$ cat src/rtl/debug_cmd_pkg.sv
// debug_cmd_pkg: shared constants for the debug command unit.
// Command codes, ready byte, FSM states and latch byte counts.
package debug_cmd_pkg;

  localparam logic [7:0] CMD_DUMP_REGS   = 8'h01;
  localparam logic [7:0] CMD_DUMP_IF_ID  = 8'h02;
  localparam logic [7:0] CMD_DUMP_ID_EX  = 8'h03;
  localparam logic [7:0] CMD_DUMP_EX_MEM = 8'h04;
  localparam logic [7:0] CMD_DUMP_MEM_WB = 8'h05;
  localparam logic [7:0] CMD_LOAD        = 8'h07;
  localparam logic [7:0] CMD_CONT_MODE   = 8'h08;
  localparam logic [7:0] CMD_STEP_MODE   = 8'h09;
  localparam logic [7:0] CMD_STEP        = 8'h0A;
  localparam logic [7:0] CMD_PROG_RST    = 8'h0D;

  localparam logic [7:0] READY_BYTE = 8'h52;

  localparam int SHREG_BYTES = 17;
  localparam int SHREG_W     = SHREG_BYTES * 8;

  typedef logic [3:0] state_t;

  localparam state_t ST_IDLE       = 4'd0;
  localparam state_t ST_GET_COUNT  = 4'd1;
  localparam state_t ST_GET_WORD   = 4'd2;
  localparam state_t ST_WRITE_WORD = 4'd3;
  localparam state_t ST_DUMP_LOAD  = 4'd4;
  localparam state_t ST_DUMP_SEND  = 4'd5;
  localparam state_t ST_DUMP_WAIT  = 4'd6;
  localparam state_t ST_READY_SEND = 4'd7;
  localparam state_t ST_READY_WAIT = 4'd8;

  localparam logic [4:0] IF_ID_BYTES  = 5'd8;
  localparam logic [4:0] ID_EX_BYTES  = 5'd17;
  localparam logic [4:0] EX_MEM_BYTES = 5'd10;
  localparam logic [4:0] MEM_WB_BYTES = 5'd9;

  function automatic logic [4:0] nbytes(input int width);
    return 5'((width + 7) / 8);
  endfunction

endpackage

$ cat src/rtl/byte_serializer.sv
// byte_serializer: shifts out up to 17 bytes LSB first over the
// uart_tx start/done handshake; done_o pulses on the last byte's done.
module byte_serializer
  import debug_cmd_pkg::*;
(
  input  logic               clk_i,
  input  logic               rst_ni,
  input  logic               load_i,
  input  logic [SHREG_W-1:0] data_i,
  input  logic [4:0]         count_i,
  input  logic               tx_done_i,
  output logic               tx_start_o,
  output logic [7:0]         tx_data_o,
  output logic               done_o
);

  logic [SHREG_W-1:0] shreg_q, shreg_d;
  logic [4:0]         cnt_q, cnt_d;
  logic               wait_q, wait_d;
  logic               start_q, start_d;
  logic [7:0]         data_q, data_d;

  // Start a byte when idle with bytes left; shift on done.
  always_comb begin
    shreg_d = shreg_q;
    cnt_d   = cnt_q;
    wait_d  = wait_q;
    start_d = 1'b0;
    data_d  = data_q;
    if (load_i) begin
      shreg_d = data_i;
      cnt_d   = count_i;
      wait_d  = 1'b0;
    end else if (wait_q) begin
      if (tx_done_i) begin
        wait_d  = 1'b0;
        cnt_d   = cnt_q - 5'd1;
        shreg_d = shreg_q >> 8;
      end
    end else if (cnt_q != 5'd0) begin
      start_d = 1'b1;
      data_d  = shreg_q[7:0];
      wait_d  = 1'b1;
    end
  end

  // Serializer state registers.
  always_ff @(posedge clk_i or negedge rst_ni) begin
    if (!rst_ni) begin
      shreg_q <= '0;
      cnt_q   <= '0;
      wait_q  <= 1'b0;
      start_q <= 1'b0;
      data_q  <= '0;
    end else begin
      shreg_q <= shreg_d;
      cnt_q   <= cnt_d;
      wait_q  <= wait_d;
      start_q <= start_d;
      data_q  <= data_d;
    end
  end

  assign tx_start_o = start_q;
  assign tx_data_o  = data_q;
  assign done_o     = wait_q & tx_done_i & (cnt_q == 5'd1);

endmodule

$ cat src/rtl/debug_cmd_unit.sv
// debug_cmd_unit: host byte-protocol responder for the debug UART.
// Loads imem, controls run/step, dumps registers and pipeline latches.
module debug_cmd_unit
  import debug_cmd_pkg::*;
#(
  parameter int SIZE            = 32,
  parameter int NUM_REGISTERS   = 32,
  parameter int MAX_INSTRUCTION = 64,
  parameter int ADDR_WIDTH      = $clog2(MAX_INSTRUCTION),
  parameter int IF_ID_SIZE      = 64,
  parameter int ID_EX_SIZE      = 129,
  parameter int EX_MEM_SIZE     = 78,
  parameter int MEM_WB_SIZE     = 72
) (
  input  logic                   i_clk,
  input  logic                   i_rst_n,
  input  logic [7:0]             i_rx_data,
  input  logic                   i_rx_valid,
  output logic [7:0]             o_tx_data,
  output logic                   o_tx_start,
  input  logic                   i_tx_done,
  output logic                   o_imem_we,
  output logic [ADDR_WIDTH-1:0]  o_imem_addr,
  output logic [SIZE-1:0]        o_imem_data,
  output logic [4:0]             o_reg_addr,
  input  logic [SIZE-1:0]        i_reg_data,
  input  logic [IF_ID_SIZE-1:0]  i_if_id,
  input  logic [ID_EX_SIZE-1:0]  i_id_ex,
  input  logic [EX_MEM_SIZE-1:0] i_ex_mem,
  input  logic [MEM_WB_SIZE-1:0] i_mem_wb,
  input  logic                   i_halt,
  output logic                   o_cpu_en,
  output logic                   o_prog_rst,
  output logic                   o_step_mode,
  output logic [3:0]             o_state
);

  localparam logic [4:0] LAST_REG = 5'(NUM_REGISTERS - 1);

  state_t                state_q, state_d;
  logic                  running_q, running_d;
  logic                  step_mode_q, step_mode_d;
  logic                  step_q, step_d;
  logic                  prog_rst_q, prog_rst_d;
  logic                  imem_we_q, imem_we_d;
  logic [ADDR_WIDTH-1:0] imem_addr_q, imem_addr_d;
  logic [SIZE-1:0]       imem_data_q, imem_data_d;
  logic [4:0]            reg_addr_q, reg_addr_d;
  logic                  dump_regs_q, dump_regs_d;
  logic [7:0]            count_q, count_d;
  logic [7:0]            word_idx_q, word_idx_d;
  logic [1:0]            byte_idx_q, byte_idx_d;
  logic [SIZE-9:0]       word_q, word_d;

  logic               ser_load;
  logic [SHREG_W-1:0] ser_data;
  logic [4:0]         ser_count;
  logic               ser_done;

  // Command decode and load/dump sequencing.
  always_comb begin
    state_d     = state_q;
    running_d   = running_q & ~i_halt;
    step_mode_d = step_mode_q;
    step_d      = 1'b0;
    prog_rst_d  = 1'b0;
    imem_we_d   = 1'b0;
    imem_addr_d = imem_addr_q;
    imem_data_d = imem_data_q;
    reg_addr_d  = reg_addr_q;
    dump_regs_d = dump_regs_q;
    count_d     = count_q;
    word_idx_d  = word_idx_q;
    byte_idx_d  = byte_idx_q;
    word_d      = word_q;
    ser_load    = 1'b0;
    ser_data    = '0;
    ser_count   = '0;
    unique case (state_q)
      ST_IDLE: begin
        if (i_rx_valid) begin
          case (i_rx_data)
            CMD_DUMP_REGS: begin
              reg_addr_d  = '0;
              dump_regs_d = 1'b1;
              state_d     = ST_DUMP_LOAD;
            end
            CMD_DUMP_IF_ID: begin
              ser_load    = 1'b1;
              ser_data    = SHREG_W'(i_if_id);
              ser_count   = nbytes(IF_ID_SIZE);
              dump_regs_d = 1'b0;
              state_d     = ST_DUMP_SEND;
            end
            CMD_DUMP_ID_EX: begin
              ser_load    = 1'b1;
              ser_data    = SHREG_W'(i_id_ex);
              ser_count   = nbytes(ID_EX_SIZE);
              dump_regs_d = 1'b0;
              state_d     = ST_DUMP_SEND;
            end
            CMD_DUMP_EX_MEM: begin
              ser_load    = 1'b1;
              ser_data    = SHREG_W'(i_ex_mem);
              ser_count   = nbytes(EX_MEM_SIZE);
              dump_regs_d = 1'b0;
              state_d     = ST_DUMP_SEND;
            end
            CMD_DUMP_MEM_WB: begin
              ser_load    = 1'b1;
              ser_data    = SHREG_W'(i_mem_wb);
              ser_count   = nbytes(MEM_WB_SIZE);
              dump_regs_d = 1'b0;
              state_d     = ST_DUMP_SEND;
            end
            CMD_LOAD: begin
              running_d = 1'b0;
              state_d   = ST_GET_COUNT;
            end
            CMD_CONT_MODE: step_mode_d = 1'b0;
            CMD_STEP_MODE: step_mode_d = 1'b1;
            CMD_PROG_RST: begin
              prog_rst_d = 1'b1;
              running_d  = 1'b1;
            end
            CMD_STEP: begin
              if (step_mode_q && running_q) begin
                step_d = 1'b1;
              end
            end
            default: ;
          endcase
        end
      end
      ST_GET_COUNT: begin
        if (i_rx_valid) begin
          count_d    = i_rx_data;
          word_idx_d = '0;
          byte_idx_d = '0;
          if (i_rx_data == 8'd0) begin
            state_d = ST_READY_SEND;
          end else begin
            state_d = ST_GET_WORD;
          end
        end
      end
      ST_GET_WORD: begin
        if (i_rx_valid) begin
          if (byte_idx_q == 2'd3) begin
            imem_we_d   = int'(word_idx_q) < MAX_INSTRUCTION;
            imem_addr_d = ADDR_WIDTH'(word_idx_q);
            imem_data_d = {i_rx_data, word_q};
            byte_idx_d  = '0;
            state_d     = ST_WRITE_WORD;
          end else begin
            word_d     = {i_rx_data, word_q[SIZE-9:8]};
            byte_idx_d = byte_idx_q + 2'd1;
          end
        end
      end
      ST_WRITE_WORD: begin
        word_idx_d = word_idx_q + 8'd1;
        if (word_idx_q == count_q - 8'd1) begin
          state_d = ST_READY_SEND;
        end else begin
          state_d = ST_GET_WORD;
        end
      end
      ST_DUMP_LOAD: begin
        ser_load  = 1'b1;
        ser_data  = SHREG_W'(i_reg_data);
        ser_count = nbytes(SIZE);
        state_d   = ST_DUMP_SEND;
      end
      ST_DUMP_SEND: begin
        if (ser_done) begin
          if (dump_regs_q && reg_addr_q != LAST_REG) begin
            state_d = ST_DUMP_WAIT;
          end else begin
            state_d = ST_READY_SEND;
          end
        end
      end
      ST_DUMP_WAIT: begin
        reg_addr_d = reg_addr_q + 5'd1;
        state_d    = ST_DUMP_LOAD;
      end
      ST_READY_SEND: begin
        ser_load  = 1'b1;
        ser_data  = SHREG_W'(READY_BYTE);
        ser_count = 5'd1;
        state_d   = ST_READY_WAIT;
      end
      ST_READY_WAIT: begin
        if (ser_done) begin
          state_d = ST_IDLE;
        end
      end
      default: state_d = ST_IDLE;
    endcase
  end

  // Control state registers.
  always_ff @(posedge i_clk or negedge i_rst_n) begin
    if (!i_rst_n) begin
      state_q     <= ST_IDLE;
      running_q   <= 1'b0;
      step_mode_q <= 1'b0;
      step_q      <= 1'b0;
      prog_rst_q  <= 1'b0;
      imem_we_q   <= 1'b0;
      imem_addr_q <= '0;
      imem_data_q <= '0;
      reg_addr_q  <= '0;
      dump_regs_q <= 1'b0;
      count_q     <= '0;
      word_idx_q  <= '0;
      byte_idx_q  <= '0;
      word_q      <= '0;
    end else begin
      state_q     <= state_d;
      running_q   <= running_d;
      step_mode_q <= step_mode_d;
      step_q      <= step_d;
      prog_rst_q  <= prog_rst_d;
      imem_we_q   <= imem_we_d;
      imem_addr_q <= imem_addr_d;
      imem_data_q <= imem_data_d;
      reg_addr_q  <= reg_addr_d;
      dump_regs_q <= dump_regs_d;
      count_q     <= count_d;
      word_idx_q  <= word_idx_d;
      byte_idx_q  <= byte_idx_d;
      word_q      <= word_d;
    end
  end

  byte_serializer u_ser (
    .clk_i      (i_clk),
    .rst_ni     (i_rst_n),
    .load_i     (ser_load),
    .data_i     (ser_data),
    .count_i    (ser_count),
    .tx_done_i  (i_tx_done),
    .tx_start_o (o_tx_start),
    .tx_data_o  (o_tx_data),
    .done_o     (ser_done)
  );

  assign o_imem_we   = imem_we_q;
  assign o_imem_addr = imem_addr_q;
  assign o_imem_data = imem_data_q;
  assign o_reg_addr  = reg_addr_q;
  assign o_prog_rst  = prog_rst_q;
  assign o_step_mode = step_mode_q;
  assign o_state     = state_q;
  assign o_cpu_en    = (running_q & ~step_mode_q & ~i_halt) | step_q;

endmodule

$ cat config.mk
export PLATFORM = sky130hd
export DESIGN_NAME = debug_cmd_unit
export DESIGN_NICKNAME = d
export VERILOG_FILES = /design/src/rtl/debug_cmd_pkg.sv /design/src/rtl/byte_serializer.sv /design/src/rtl/debug_cmd_unit.sv
export SDC_FILE = /design/constraint.sdc
export NUM_CORES = 1
export LEC_CHECK = 0
export ABC_AREA = 1
export BUFFER_PORTS_ARGS = -buffer_cell sky130_fd_sc_hd__buf_4
export CORE_UTILIZATION = 25
export DETAILED_ROUTE_END_ITERATION = 6
export GPL_TIMING_DRIVEN = 0
export PLACE_DENSITY_LB_ADDON = 0.25
export SYNTH_ARGS = -nofsm -noshare
export SYNTH_HDL_FRONTEND = slang
export SYNTH_SLANG_ARGS = --single-unit
$ cat constraint.sdc
create_clock -name i_clk -period 2.1 [get_ports i_clk]
set_input_delay 0.42 -clock i_clk [delete_from_list [all_inputs] [get_ports i_clk]]
set_output_delay 0.42 -clock i_clk [all_outputs]
set_load 0.02 [all_outputs]
* Word level (Yosys, flattened, before mapping)
Index checks and enable logic that the tools add are counted.
Operators by class: bitwise operators 11, reductions and logical operators 25, eq/ne operators 30, multiplexer cells 56, add/subtract/negate cells 5, order comparisons 1
Operators with widths (number):
- 129-bit one-hot mux with 4 select lines | 1
- 136-bit 2-to-1 mux | 3
- 129-bit one-hot mux with 3 select lines | 1
- 129-bit 2-to-1 mux | 1
- 4-bit one-hot mux with 9 select lines | 1
- 8-bit by 4-bit == test with 1-bit output (second input constant) | 4
- 5-bit 2-to-1 mux | 6
- 8-bit by 3-bit == test with 1-bit output (second input constant) | 3
- 4-bit 2-to-1 mux | 6
- 1-bit 2-to-1 mux | 21
- 3-bit AND reduction | 7
- 5-bit one-hot mux with 4 select lines | 1
- 4-bit by 3-bit == test with 1-bit output (second input constant) | 4
- 8-bit by 2-bit == test with 1-bit output (second input constant) | 2
- 8-bit one-hot mux with 2 select lines | 1
- 5-bit one-hot mux with 3 select lines | 1
- 2-bit nonzero test | 7
- 2-bit != test (second input constant) | 6
- 4-bit one-hot mux with 3 select lines | 1
- 5-bit one-hot mux with 2 select lines | 1
- 8-bit by 1-bit adder with 8-bit output (second input constant) | 1
- 4-bit by 2-bit == test with 1-bit output (second input constant) | 2
- 8-bit by 1-bit == test with 1-bit output (second input constant) | 1
- 8-bit == test | 1
- other kinds (28) | 45
Storage, ports and cells: output and inout port bits 60, input port bits 388, word-level logic and storage cells 147, register bits after elaboration 246

* Depth between registers and ports, before layout
word-level depth 7, gate-level depth with buffers 14, mapped depth without buffers 14

* Cells and area by module
A second synthesis with hierarchy kept.
Second synthesis, totals: cell total of the unflattened synthesis 1887, area, all modules 13565.5 um^2
Modules (own cells, without submodules):
- debug_cmd_unit | area each 6950.4 um^2, sequential area each 2377.3 um^2, cells an instance 1103, times used 1
- byte_serializer | area each 6615.1 um^2, sequential area each 3778.6 um^2, cells an instance 784, times used 1

* Least setup slack after synthesis
OpenSTA, ideal clock, no wires.
path kind reg2reg, start register state_q[3], in the netlist o_state[3], end register u_ser.shreg_q[95], cell stages (with the launch flop) 11, setup time 125 ps, clock period less this slack 1816 ps, data required time 1975 ps, data arrival time 1692 ps, setup slack 284 ps, path buffers 2, cell sequence dfrtp_1 -> nor2_2 -> nand2_2 -> nor2_4 -> nand2_4 -> nand3_2 -> inv_2 -> buf_4 -> buf_6 -> nand3_1 -> nand3_1
Between the ends: word-level cells in the longest chain between the ends 5, elaborated cells between the ends (all ways) 10, classes of those cells eq/ne (2); mux (3); reduce/logical (5)
Ends and longest elaborated chain:
- start, declared | RTL line debug_cmd_unit.sv:40 | state_t state_q, state_d;
- start signal, assigned | RTL line debug_cmd_unit.sv:221 | state_q <= state_d;
- 4-bit by 3-bit == test with 1-bit output | RTL line debug_cmd_unit.sv:79 | unique case (state_q)
- 2-bit OR reduction (no source line)
- 1-bit one-hot mux with 2 select lines | RTL line debug_cmd_unit.sv:79
- 2-bit nonzero test (no source line)
- 2-bit AND reduction (no source line)
- end signal, assigned | RTL line byte_serializer.sv:56 | shreg_q <= shreg_d;
- end, declared | RTL line byte_serializer.sv:17 | logic [SHREG_W-1:0] shreg_q, shreg_d;
Parallel ways exist; a longest one is shown, timed or not. A chain may end at the register's enable or synchronous reset.

* Worst setup path in the final report
start register state_q[2], in the netlist o_state[2], end register u_ser.shreg_q[18]
Same word-level chain as after synthesis.

==> summary.txt <==
GRT
  • First-pass GRT wire length: 85,500 µm
  • GRT overflow: 0
  • Antenna violations before repair: 7
  • Vias in the first global route: 14,800
  • Pin count of the biggest net entering global routing: 101
  • Tot GR Track Use: 0.197

Pwr
  • Power Density: 1050 nW/µm²
  • Total power: 20.6 mW
  • Lkg Pwr: 10.4 nW
  • VDD IR max: 0.407 mV

Routing
  • Vias: 14,800
  • Initial DRC count: 886
  • Vias per cell: 4.50
  • Uppermost routed layer: met5
  • Total Routed Length: 57,200 µm
  • Met2 wire length: 27,300 µm
  • Met1 Wirelength: 25,900 µm
  • DRC: 0
  • Routed Antenna Nets: 0
  • Drt pass-1 iters: 5
  • Met3 routed WL: 2970 µm
  • Routed len/inst: 17.4 µm

Cells and area
  • Filler instances: 5,981
  • Commonest non-fill, non-tap cell in the layout: nand2_1
  • Layout cell share with drive strength beyond 1: 0.247
  • Area of the multi-input gates: 6620 µm²
  • Area Growth Syn to Fin: 40.4%
  • Post-Layout Cell Count: 3,290
  • Commonest non-fill, non-tap cells in the layout: nand2_1 (871), buf_4 (462), dfrtp_1 (236), inv_1 (221), nor2_1 (128)
  • Final net count: 2,912
  • Register Area: 5980 µm²

Worst setup path
  • End point of the critical path: u_ser.shreg_q[18]
  • CP Launch Type: register
  • Max incr delay on CP: 0.45 ns
  • RR Startpoint: o_state[2]
  • Slowest-stage cell, CP: dfrtp_2
  • Arrival time at the worst endpoint: 2.51 ns
  • Cell depth of the worst flop-to-flop path: 10
  • Reg2reg setup slack: 0.07 ns
  • Crit. End Element: register
  • Crit path max fanout: 10
  • Worst Setup SP: o_state[2]
  • Worst EP required: 2.58 ns
  • Crit-path cells: nor2_4 -> nand2_4 -> nor2_4 -> buf_4 -> nand2_8 -> nand2_4 -> buf_6 -> buf_8 -> a21oi_2 -> a21oi_1
  • Kind of critical path: register to register
  • Critical R2R Capture: u_ser.shreg_q[18]

Outcome
  • Status: finished, final reports clean

STA
  • Hold Vio Cnt, Final: 0
  • Clk_skew: 0.00964 ns
  • Slew @ Worst Pin: 0.634 ns
  • Fin crit share: 0.966
  • Slew Limit Fails: 0
  • Final setup fails: 0
  • PnR worst setup slack: 0.0720 ns
  • Max Clk Rate: 493 MHz
  • Slew margin rel.: 0.577
  • Min Clock Period, post-route: 2.03 ns

Logic synthesis
  • Gate Count Post-Synth: 2,027
  • Yosys cell types: 44
  • Adder-Cell Fraction of Synth Area: 0.00717
  • Ys async rst share: 1.00
  • Synth Area in XOR/XNOR: 0.00538
  • Number of flops mapped to enable cells by yosys: 0
  • Synth Area in Simple Gates: 0.341
  • Synth Warn #: 0
  • Multiplexer area fraction after synthesis: 0.00861
  • Syn_area_per_cell: 6.89 µm²
  • Compound-Gate Fraction of Synth Area: 0.107
  • Syn_nets: 2,423
  • Sequential share of the synthesized area: 0.429
  • Mapped cell area: 14,000 µm²
  • Ys flop type: dfrtp_1
  • Yosys reg bits: 239
  • Main combinational cell family by area after synthesis: simple AND/OR/NAND/NOR gates

Clocking
  • Clock sink count: 239
  • H-tree Lvls: 1
  • CTS tree: done
  • Clk pin slew, worst setup/hold paths: 0.06 ns
  • Clock insertion delay at the later pin of the skew report: 0.56 ns
  • Root buf cell: clkbuf_16
  • Clk buf depth: 3
  • CTS buffer count: 30

Die
  • FP Rows: 86
  • DIE WIDTH: 238 µm
  • Io pins: 448
  • Full die area: 56,800 µm²
  • Die height: 238 µm
  • Starting Density: 0.253
  • Core ar.: 55,100 µm²

Placed design
  • Routability cong.: 0.853
  • Hpwl dp: 45,800 µm
  • Count of input and output buffers: 447
  • Dpl cells: 3,224
  • Pre-CTS WS: -1.22 ns

Job
  • Max cap viols: 0

Hold path
  • Hold Crit Class: input port to register
synthesized netlist by cell type (all sizes together) (2+ instances only):
library cell | instances | share of area
o21ai | 124 | 0.044
nor2 | 144 | 0.043
inv | 230 | 0.062
o2111ai | 32 | 0.020
a21boi | 27 | 0.015
a22o | 6 | 0.0038
xnor2 | 3 | 0.0019
xor2 | 3 | 0.0019
nor3 | 2 | 0.00072
dfrtp | 239 | 0.43
nand2 | 879 | 0.24
a21oi | 48 | 0.017
mux2 | 8 | 0.0065
clkbuf | 41 | 0.011
a31oi | 3 | 0.0013
o31ai | 3 | 0.0016
nand4 | 51 | 0.024
ha | 8 | 0.0072
mux2i | 3 | 0.0022
nand3 | 93 | 0.034
buf | 68 | 0.029
a32o | 2 | 0.0014
power by group:
group / internal (mW) / total (mW) / switching [mW] / leakage [nW]
clock network: 3.30 / 5.36 / 2.06 / 0.507
logic: 3.20 / 7.82 / 4.62 / 6.86
registers: 6.31 / 7.37 / 1.07 / 3.03
total: 12.8 / 20.6 / 7.75 / 10.4
flip-flops by register name (all words and copies together) (netlist names):
register / count
o_step_mode: 1
u_ser.wait_q: 1
o_imem_data: 32
o_imem_addr: 6
word_q: 24
dump_regs_q: 1
byte_idx_q: 2
u_ser.tx_data_o: 8
o_reg_addr: 5
o_imem_we: 1
running_q: 1
u_ser.tx_start_o: 1
u_ser.cnt_q: 5
o_prog_rst: 1
word_idx_q: 8
count_q: 8
o_state: 4
u_ser.shreg_q: 129
step_q: 1
routing by layer:
metal / global-route usage / up-vias
met1: 0.263 / 6920
met5: 0 / -
met3: 0.0304 / 63
met4: 0.0449 / 2
li1: - / 7365
met2: 0.335 / 446
what timing repair did:
action	4_1_cts	5_1_grt
gates resized for setup	27	37
pin swaps	1	5
setup buffers	4	4
endpoints found under the setup margin	180	157
endpoints found under the hold margin	46	0
hold buffers	1	0
worst min-delay path by stage:
stage,start,end,cells past startpoint
finish,i_id_ex[98],u_ser.shreg_q[98],3
global route,i_id_ex[98],u_ser.shreg_q[98],3
CTS,i_id_ex[98],u_ser.shreg_q[98],3
detailed placement,i_rst_n,o_imem_data[6],1
global placement,u_ser.shreg_q[127],u_ser.shreg_q[127],2
floorplan,i_rst_n,byte_idx_q[0],0
stage by stage:
step | TNS (ns) | hold slack [ns] | utilization | area [µm²]
final | 0 | 0.0591 | 0.356 | 19600
after global routing | -0.0906 | 0.0382 | 0.356 | 19600
after CTS | 0 | 0.0228 | 0.353 | 19500
after detailed placement | -77.77 | 0.358 | 0.332 | 18300
after global placement | -406.21 | 0.461 | 0.331 | 18200
after floorplan | 0 | 0.124 | - | 14000
worst max-delay path, delay by kind of cell, from the launching register on:
family	cells	cell delay (ns)
compound gates	2	0.29
buf+inv	3	0.49
simple gates	5	0.70
flops	1	0.45
area by class of cell:
class,instances,area share
multi-input cells,1448,0.338
flip-flops and latches,239,0.305
repair buffers,458,0.179
well taps,748,0.0478
clock buffers,45,0.0458
inverters,231,0.0445
plain buffers,108,0.0322
clock inverters,9,0.00651
diodes,4,0.000511
kinds of logic (layout without fill, tap and decap cells):
kind of cell	Yosys count	count (layout)
DFF	239	239
xor gates and xnor gates	7	7
other	0	4
adders and majority gates	8	8
buffers and inverters	340	851
muxes	11	11
and+or+nand+nor	1172	1172
AOI/OAI and AO/OA	250	250
Note: power is estimated with default switching activity, not from simulation.
